<file path="config.mk">
export PLATFORM = sky130hd
export DESIGN_NAME = apb_xfer_sched
export DESIGN_NICKNAME = d
export VERILOG_FILES = /design/src/rtl/apb_xfer_sched_pkg.sv /design/src/rtl/apb_xfer_sched_rr_pick.sv /design/src/rtl/apb_xfer_sched.sv
export SDC_FILE = /design/constraint.sdc
export NUM_CORES = 1
export LEC_CHECK = 0
export ABC_AREA = 1
export CELL_PAD_IN_SITES_DETAIL_PLACEMENT = 1
export CELL_PAD_IN_SITES_GLOBAL_PLACEMENT = 1
export CORE_MARGIN = 4
export CORE_UTILIZATION = 23
export CTS_BUF_LIST = sky130_fd_sc_hd__clkbuf_16
export DETAILED_ROUTE_END_ITERATION = 10
export GPL_TIMING_DRIVEN = 0
export PLACE_DENSITY = 0.91
export SYNTH_ARGS = -nofsm -noshare
export SYNTH_HDL_FRONTEND = slang
export SYNTH_SLANG_ARGS = --single-unit
export TNS_END_PERCENT = 50
</file>
<file path="constraint.sdc">
create_clock -name clk -period 3.75 [get_ports clk]
set_input_delay 1.125 -clock clk [delete_from_list [all_inputs] [get_ports clk]]
set_output_delay 1.125 -clock clk [all_outputs]
set_load 0.005 [all_outputs]
</file>
<file path="src/rtl/apb_xfer_sched_pkg.sv">
// Shared definitions for the APB transfer scheduler: FSM encoding and defaults.
package apb_xfer_sched_pkg;

  typedef enum logic [1:0] {
    ST_IDLE   = 2'd0,
    ST_SETUP  = 2'd1,
    ST_ACCESS = 2'd2
  } xfer_state_t;

  localparam int DEFAULT_TIMEOUT = 255;

  // Index width that stays legal for a single-entry vector.
  function automatic int idx_width(input int n);
    return (n > 1) ? $clog2(n) : 1;
  endfunction

endpackage

</file>
<file path="src/rtl/apb_xfer_sched_rr_pick.sv">
// Combinational round-robin picker: first requester at or after i_ptr wins.
module apb_rr_pick
  import apb_xfer_sched_pkg::*;
#(
  parameter int MASTER_PORTS = 4,
  parameter int IW           = idx_width(MASTER_PORTS)
) (
  input  logic [MASTER_PORTS-1:0] i_reqs,
  input  logic [IW-1:0]           i_ptr,
  output logic [MASTER_PORTS-1:0] o_win,
  output logic [IW-1:0]           o_idx,
  output logic                    o_any
);

  always_comb begin
    o_any = 1'b0;
    o_idx = '0;
    for (int k = 0; k < MASTER_PORTS; k++) begin
      if (!o_any && i_reqs[(int'(i_ptr) + k) % MASTER_PORTS]) begin
        o_any = 1'b1;
        o_idx = IW'((int'(i_ptr) + k) % MASTER_PORTS);
      end
    end
  end

  for (genvar gi = 0; gi < MASTER_PORTS; gi++) begin : g_win
    assign o_win[gi] = o_any && (o_idx == IW'(gi));
  end

endmodule

</file>
<file path="src/rtl/apb_xfer_sched.sv">
// Shares one downstream APB master port among several requesters: round-robin
// grant, regenerated SETUP/ACCESS phases, and a wait-state watchdog.
module apb_xfer_sched
  import apb_xfer_sched_pkg::*;
#(
  parameter int MASTER_PORTS = 4,
  parameter int BUS_WIDTH    = 16,
  parameter int DATA_WIDTH   = 16,
  parameter int TIMEOUT      = DEFAULT_TIMEOUT
) (
  input  logic                               clk,
  input  logic                               reset,
  input  logic [MASTER_PORTS*BUS_WIDTH-1:0]  S_PADDR,
  input  logic [MASTER_PORTS-1:0]            S_PWRITE,
  input  logic [MASTER_PORTS-1:0]            S_PSELx,
  input  logic [MASTER_PORTS*DATA_WIDTH-1:0] S_PWDATA,
  output logic [MASTER_PORTS*DATA_WIDTH-1:0] S_PRDATA,
  output logic [MASTER_PORTS-1:0]            S_PREADY,
  output logic [MASTER_PORTS-1:0]            S_PSLVERR,
  output logic [BUS_WIDTH-1:0]               M_PADDR,
  output logic                               M_PWRITE,
  output logic                               M_PSEL,
  output logic                               M_PENABLE,
  output logic [DATA_WIDTH-1:0]              M_PWDATA,
  input  logic [DATA_WIDTH-1:0]              M_PRDATA,
  input  logic                               M_PREADY,
  output logic [MASTER_PORTS-1:0]            grants
);

  localparam int IW = idx_width(MASTER_PORTS);
  localparam int CW = $clog2(TIMEOUT + 1);

  xfer_state_t             r_state, w_state_next;
  logic [IW-1:0]           r_ptr, r_gidx;
  logic [CW-1:0]           r_wait;
  logic [MASTER_PORTS-1:0] r_grants;
  logic [BUS_WIDTH-1:0]    r_paddr;
  logic [DATA_WIDTH-1:0]   r_pwdata;
  logic                    r_pwrite;

  logic [MASTER_PORTS-1:0] w_win;
  logic [IW-1:0]           w_idx;
  logic                    w_any;
  logic                    w_in_access, w_timeout, w_done, w_err;

  apb_rr_pick #(.MASTER_PORTS(MASTER_PORTS), .IW(IW)) u_pick (
    .i_reqs (S_PSELx),
    .i_ptr  (r_ptr),
    .o_win  (w_win),
    .o_idx  (w_idx),
    .o_any  (w_any)
  );

  // Gating with reset keeps the completion strobes quiet while reset is held.
  assign w_in_access = reset && (r_state == ST_ACCESS);
  assign w_timeout   = (r_wait == CW'(TIMEOUT - 1));
  assign w_done      = w_in_access && (M_PREADY || w_timeout);
  assign w_err       = w_in_access && !M_PREADY && w_timeout;

  always_comb begin
    w_state_next = r_state;
    case (r_state)
      ST_IDLE:   if (w_any) w_state_next = ST_SETUP;
      ST_SETUP:  w_state_next = ST_ACCESS;
      ST_ACCESS: if (M_PREADY || w_timeout) w_state_next = ST_IDLE;
      default:   w_state_next = ST_IDLE;
    endcase
  end

  always_ff @(posedge clk) begin
    if (!reset) r_state <= ST_IDLE;
    else        r_state <= w_state_next;
  end

  always_ff @(posedge clk) begin
    if (!reset) begin
      r_ptr    <= '0;
      r_gidx   <= '0;
      r_wait   <= '0;
      r_grants <= '0;
      r_paddr  <= '0;
      r_pwdata <= '0;
      r_pwrite <= 1'b0;
    end else begin
      if (r_state == ST_IDLE && w_any) begin
        r_paddr  <= S_PADDR[w_idx*BUS_WIDTH +: BUS_WIDTH];
        r_pwdata <= S_PWDATA[w_idx*DATA_WIDTH +: DATA_WIDTH];
        r_pwrite <= S_PWRITE[w_idx];
        r_grants <= w_win;
        r_gidx   <= w_idx;
        r_wait   <= '0;
      end
      if (r_state == ST_ACCESS) begin
        if (r_wait != {CW{1'b1}}) r_wait <= r_wait + 1'b1;
        // Timed-out masters rotate too, so a hung slave cannot starve others.
        if (M_PREADY || w_timeout) begin
          r_grants <= '0;
          r_ptr    <= (r_gidx == IW'(MASTER_PORTS - 1)) ? '0 : r_gidx + 1'b1;
        end
      end
    end
  end

  assign M_PADDR   = r_paddr;
  assign M_PWDATA  = r_pwdata;
  assign M_PWRITE  = r_pwrite;
  assign M_PSEL    = (r_state != ST_IDLE);
  assign M_PENABLE = (r_state == ST_ACCESS);
  assign grants    = r_grants;

  for (genvar gi = 0; gi < MASTER_PORTS; gi++) begin : g_resp
    assign S_PREADY[gi]  = w_done && r_grants[gi];
    assign S_PSLVERR[gi] = w_err && r_grants[gi];
    assign S_PRDATA[gi*DATA_WIDTH +: DATA_WIDTH] =
      (w_done && r_grants[gi] && M_PREADY) ? M_PRDATA : '0;
  end

endmodule

</file>
==> metrics.yaml <==
cts_root_buffer: "clkbuf_16"
grt_pass1_wl_um: 30800
syn_avg_cell_area_sq_um: 5.50
initial_core_util_pct: 23.7
core_sq_um: 18100
critPathCaptureType: "output port"
hold_ws_ps: 485
status: "completed"
postRouteAntennaNets: 0
antenna_found_initial: 0
worstHoldStart: "r_gidx[1]"
ys_types: 34
vdd_ir_drop_max_uv: 163
max_cap_viol_count: 0
power_density_nw_per_um2: 282
place.gp.congestion: 0.870
p_leak_nw: 4.58
tightest_slew_ps: 571
fin_ws_ps: 14.8
syn_to_final_growth_pct: 76.8
drtIter0Drc: 236
syn_area_sq_um: 4300
drive_above_1_share_pct: 7.16
cts.clk_slew.worst_paths_ps: 70
dieArea_sq_um: 20900
rsz0062_at_grt: "true"
die_h_um: 145
tns_ps: 0
internal_power_w: 0.00135
fmax_ghz: 0.268
min_period_over_period_pct: 99.6
start_kind: "primary input"
slew_headroom_pct: 61.9
critPathLaunch: "reset"
pwr-share-clk_pct: 21.1
r2r_start: "r_ptr[1]"
first_global_vias: 5998
num_antenna_cells: 0
numCtsBuffers: 5
syn_inst: 782
wire_per_inst_um: 16.0
hold_violations: 0
nNetsFinal: 1219
drv_slew: 0
cp_max_fo: 10
min_period_ps: 3740
dr_total_vias: 5862
post-place-ws_ps: -937
seq_area_frac_synth_pct: 23.7
p_sw_w: 0.000794
power_frac_comb_pct: 47.4
grt_start_max_net_pins: 15
p_sw_share_pct: 37.1
grtUsageTotal_pct: 18.5
cts.path.max_buffers: 2
die_w_um: 145
ys_warn_count: 0
cts_tree: "yes"
wirelength_um: 20700
dr.pass1.iters: 4
portBuffers: 264
n_fill_cell: 2358
worstSetupPathType: "in -> out"
overflow: 0
ctsHtreeMaxLevel: 2
place_hpwl_um: 16500
rows: 49
cp.required_ps: 2620
regToRegSetupSlack_ps: 1540
layout_common_cells: "nand2_1 (262), clkdlybuf4s50_1 (207), inv_1 (141)"
finalPower_w: 0.00214
post_drt_via_cell_ratio: 4.54
clock_skew_ps: 5.78
hold_class: "reg -> reg"
num_io_pins: 266
clock_latency_ps: 290
layout_commonest_cell: "nand2_1"
pwr-share-seq_pct: 31.5
ys_ff_latch: 51
synthesis.nets: 940
hold_buffers: 0
clock_sinks: 51
cp.arrival_ps: 2610
drc_errors: 0
setup_viol: 0
## cell usage after synthesis
cell      count  area share (%)
a21boi_1      1            0.17
a21oi_1      14             1.6
a22oi_1       2            0.35
buf_1         3            0.26
buf_2        16             1.9
buf_4         4            0.70
buf_6         9             2.4
buf_8         1            0.35
clkbuf_1     11            0.96
dfxtp_1      51              24
ha_1          3            0.87
inv_1       140              12
inv_2         4            0.35
nand2_1     262              23
nand2_2       6            0.87
nand2_4       1            0.26
nand3_1      76             8.8
nand3_2       1            0.23
nand3_4       3             1.2
nand3b_1      1            0.17
nand4_1      34             4.9
nor2_1       87             7.6
nor2_2        2            0.29
nor2_4        2            0.52
nor2_8        1            0.47
nor3_1        1            0.12
nor3_2        1            0.23
o21a_1        1            0.17
o21ai_0      13             1.5
o21ai_1      27             3.1
o21bai_1      1            0.17
o311ai_0      1            0.20
o31ai_1       1            0.17
or2_2         1            0.15
## per-stage QoR
step,instances,cell area [sq um],utilization (%)
after floorplan,782,4300,-
after global placement,1275,7230,39.8
after detailed placement,1275,7230,39.8
after CTS,1290,7450,41.1
after global routing,1291,7600,41.9
final,1291,7600,41.9
## final timing paths
path,endpoint,cells past startpoint
hold reg to reg,r_gidx[1],2
setup reg to reg,M_PWDATA[9],14
setup / recovery,S_PSLVERR[0],7
hold / removal,r_gidx[1],2
## power by group through the flow
stage,logic (W),clock network [W],registers (W)
after floorplan,0.000495,0,0.000685
after global placement,0.000996,0,0.000681
after detailed placement,0.00101,0,0.000688
after CTS,0.00102,0.000468,0.000676
after global routing,0.00113,0.000492,0.000686
final,0.00102,0.000453,0.000675
## timing repair
action | in CTS | in global routing
setup endpoints to repair | 72 | 58
gates resized for setup | 33 | 54
pin swaps | 1 | 2
setup buffers | 7 | 1
## worst max-delay path: stages
cell and delay [ps]:
buf_8 120, clkinvlp_4 130, buf_4 190, nor3_1 200
nand2_1 170, nor2_1 140, clkdlybuf4s50_1 520
## registers in the layout, summed over array words and instances, names as in the netlist
signal	flops
M_PADDR	16
M_PWDATA	16
r_wait	8
grants	4
r_gidx	2
r_ptr	2
r_state	2
M_PWRITE	1
## layer usage
| layer | track usage, % | up-vias | share of wire (%) |
|---|---|---|---|
| li1 | - | 2955 | - |
| met1 | 21.8 | 2711 | 41 |
| met2 | 33.7 | 164 | 51 |
| met3 | 3.25 | 32 | 5.5 |
| met4 | 6.19 | 0 | 2.5 |
| met5 | 0 | - | 0 |
## final cells by class
| cell class | instances | area [sq um] | share of cell area [%] |
|---|---|---|---|
| Buffer | 44 | 308 | 4.05 |
| Tap cell | 229 | 287 | 3.77 |
| Clock buffer | 5 | 125 | 1.65 |
| Sequential cell | 51 | 1020 | 13.4 |
| Multi-Input combinational cell | 543 | 2500 | 32.9 |
| Clock inverter | 3 | 12.5 | 0.165 |
| Timing Repair Buffer | 272 | 2800 | 36.9 |
| Inverter | 144 | 547 | 7.19 |
## cell families (layout without fill, tap and decap cells)
logic type / count (synthesis) / after routing / share of synthesized area (%)
flip-flops: 51 / 51 / 23.7
adder cells (fa/ha/maj): 3 / 3 / 0.873
AO/OA/AOI/OAI: 61 / 61 / 7.54
AND/OR/NAND/NOR: 479 / 479 / 48.8
buffers and inverters: 188 / 468 / 19.1
(Power assumes the default switching activity.)
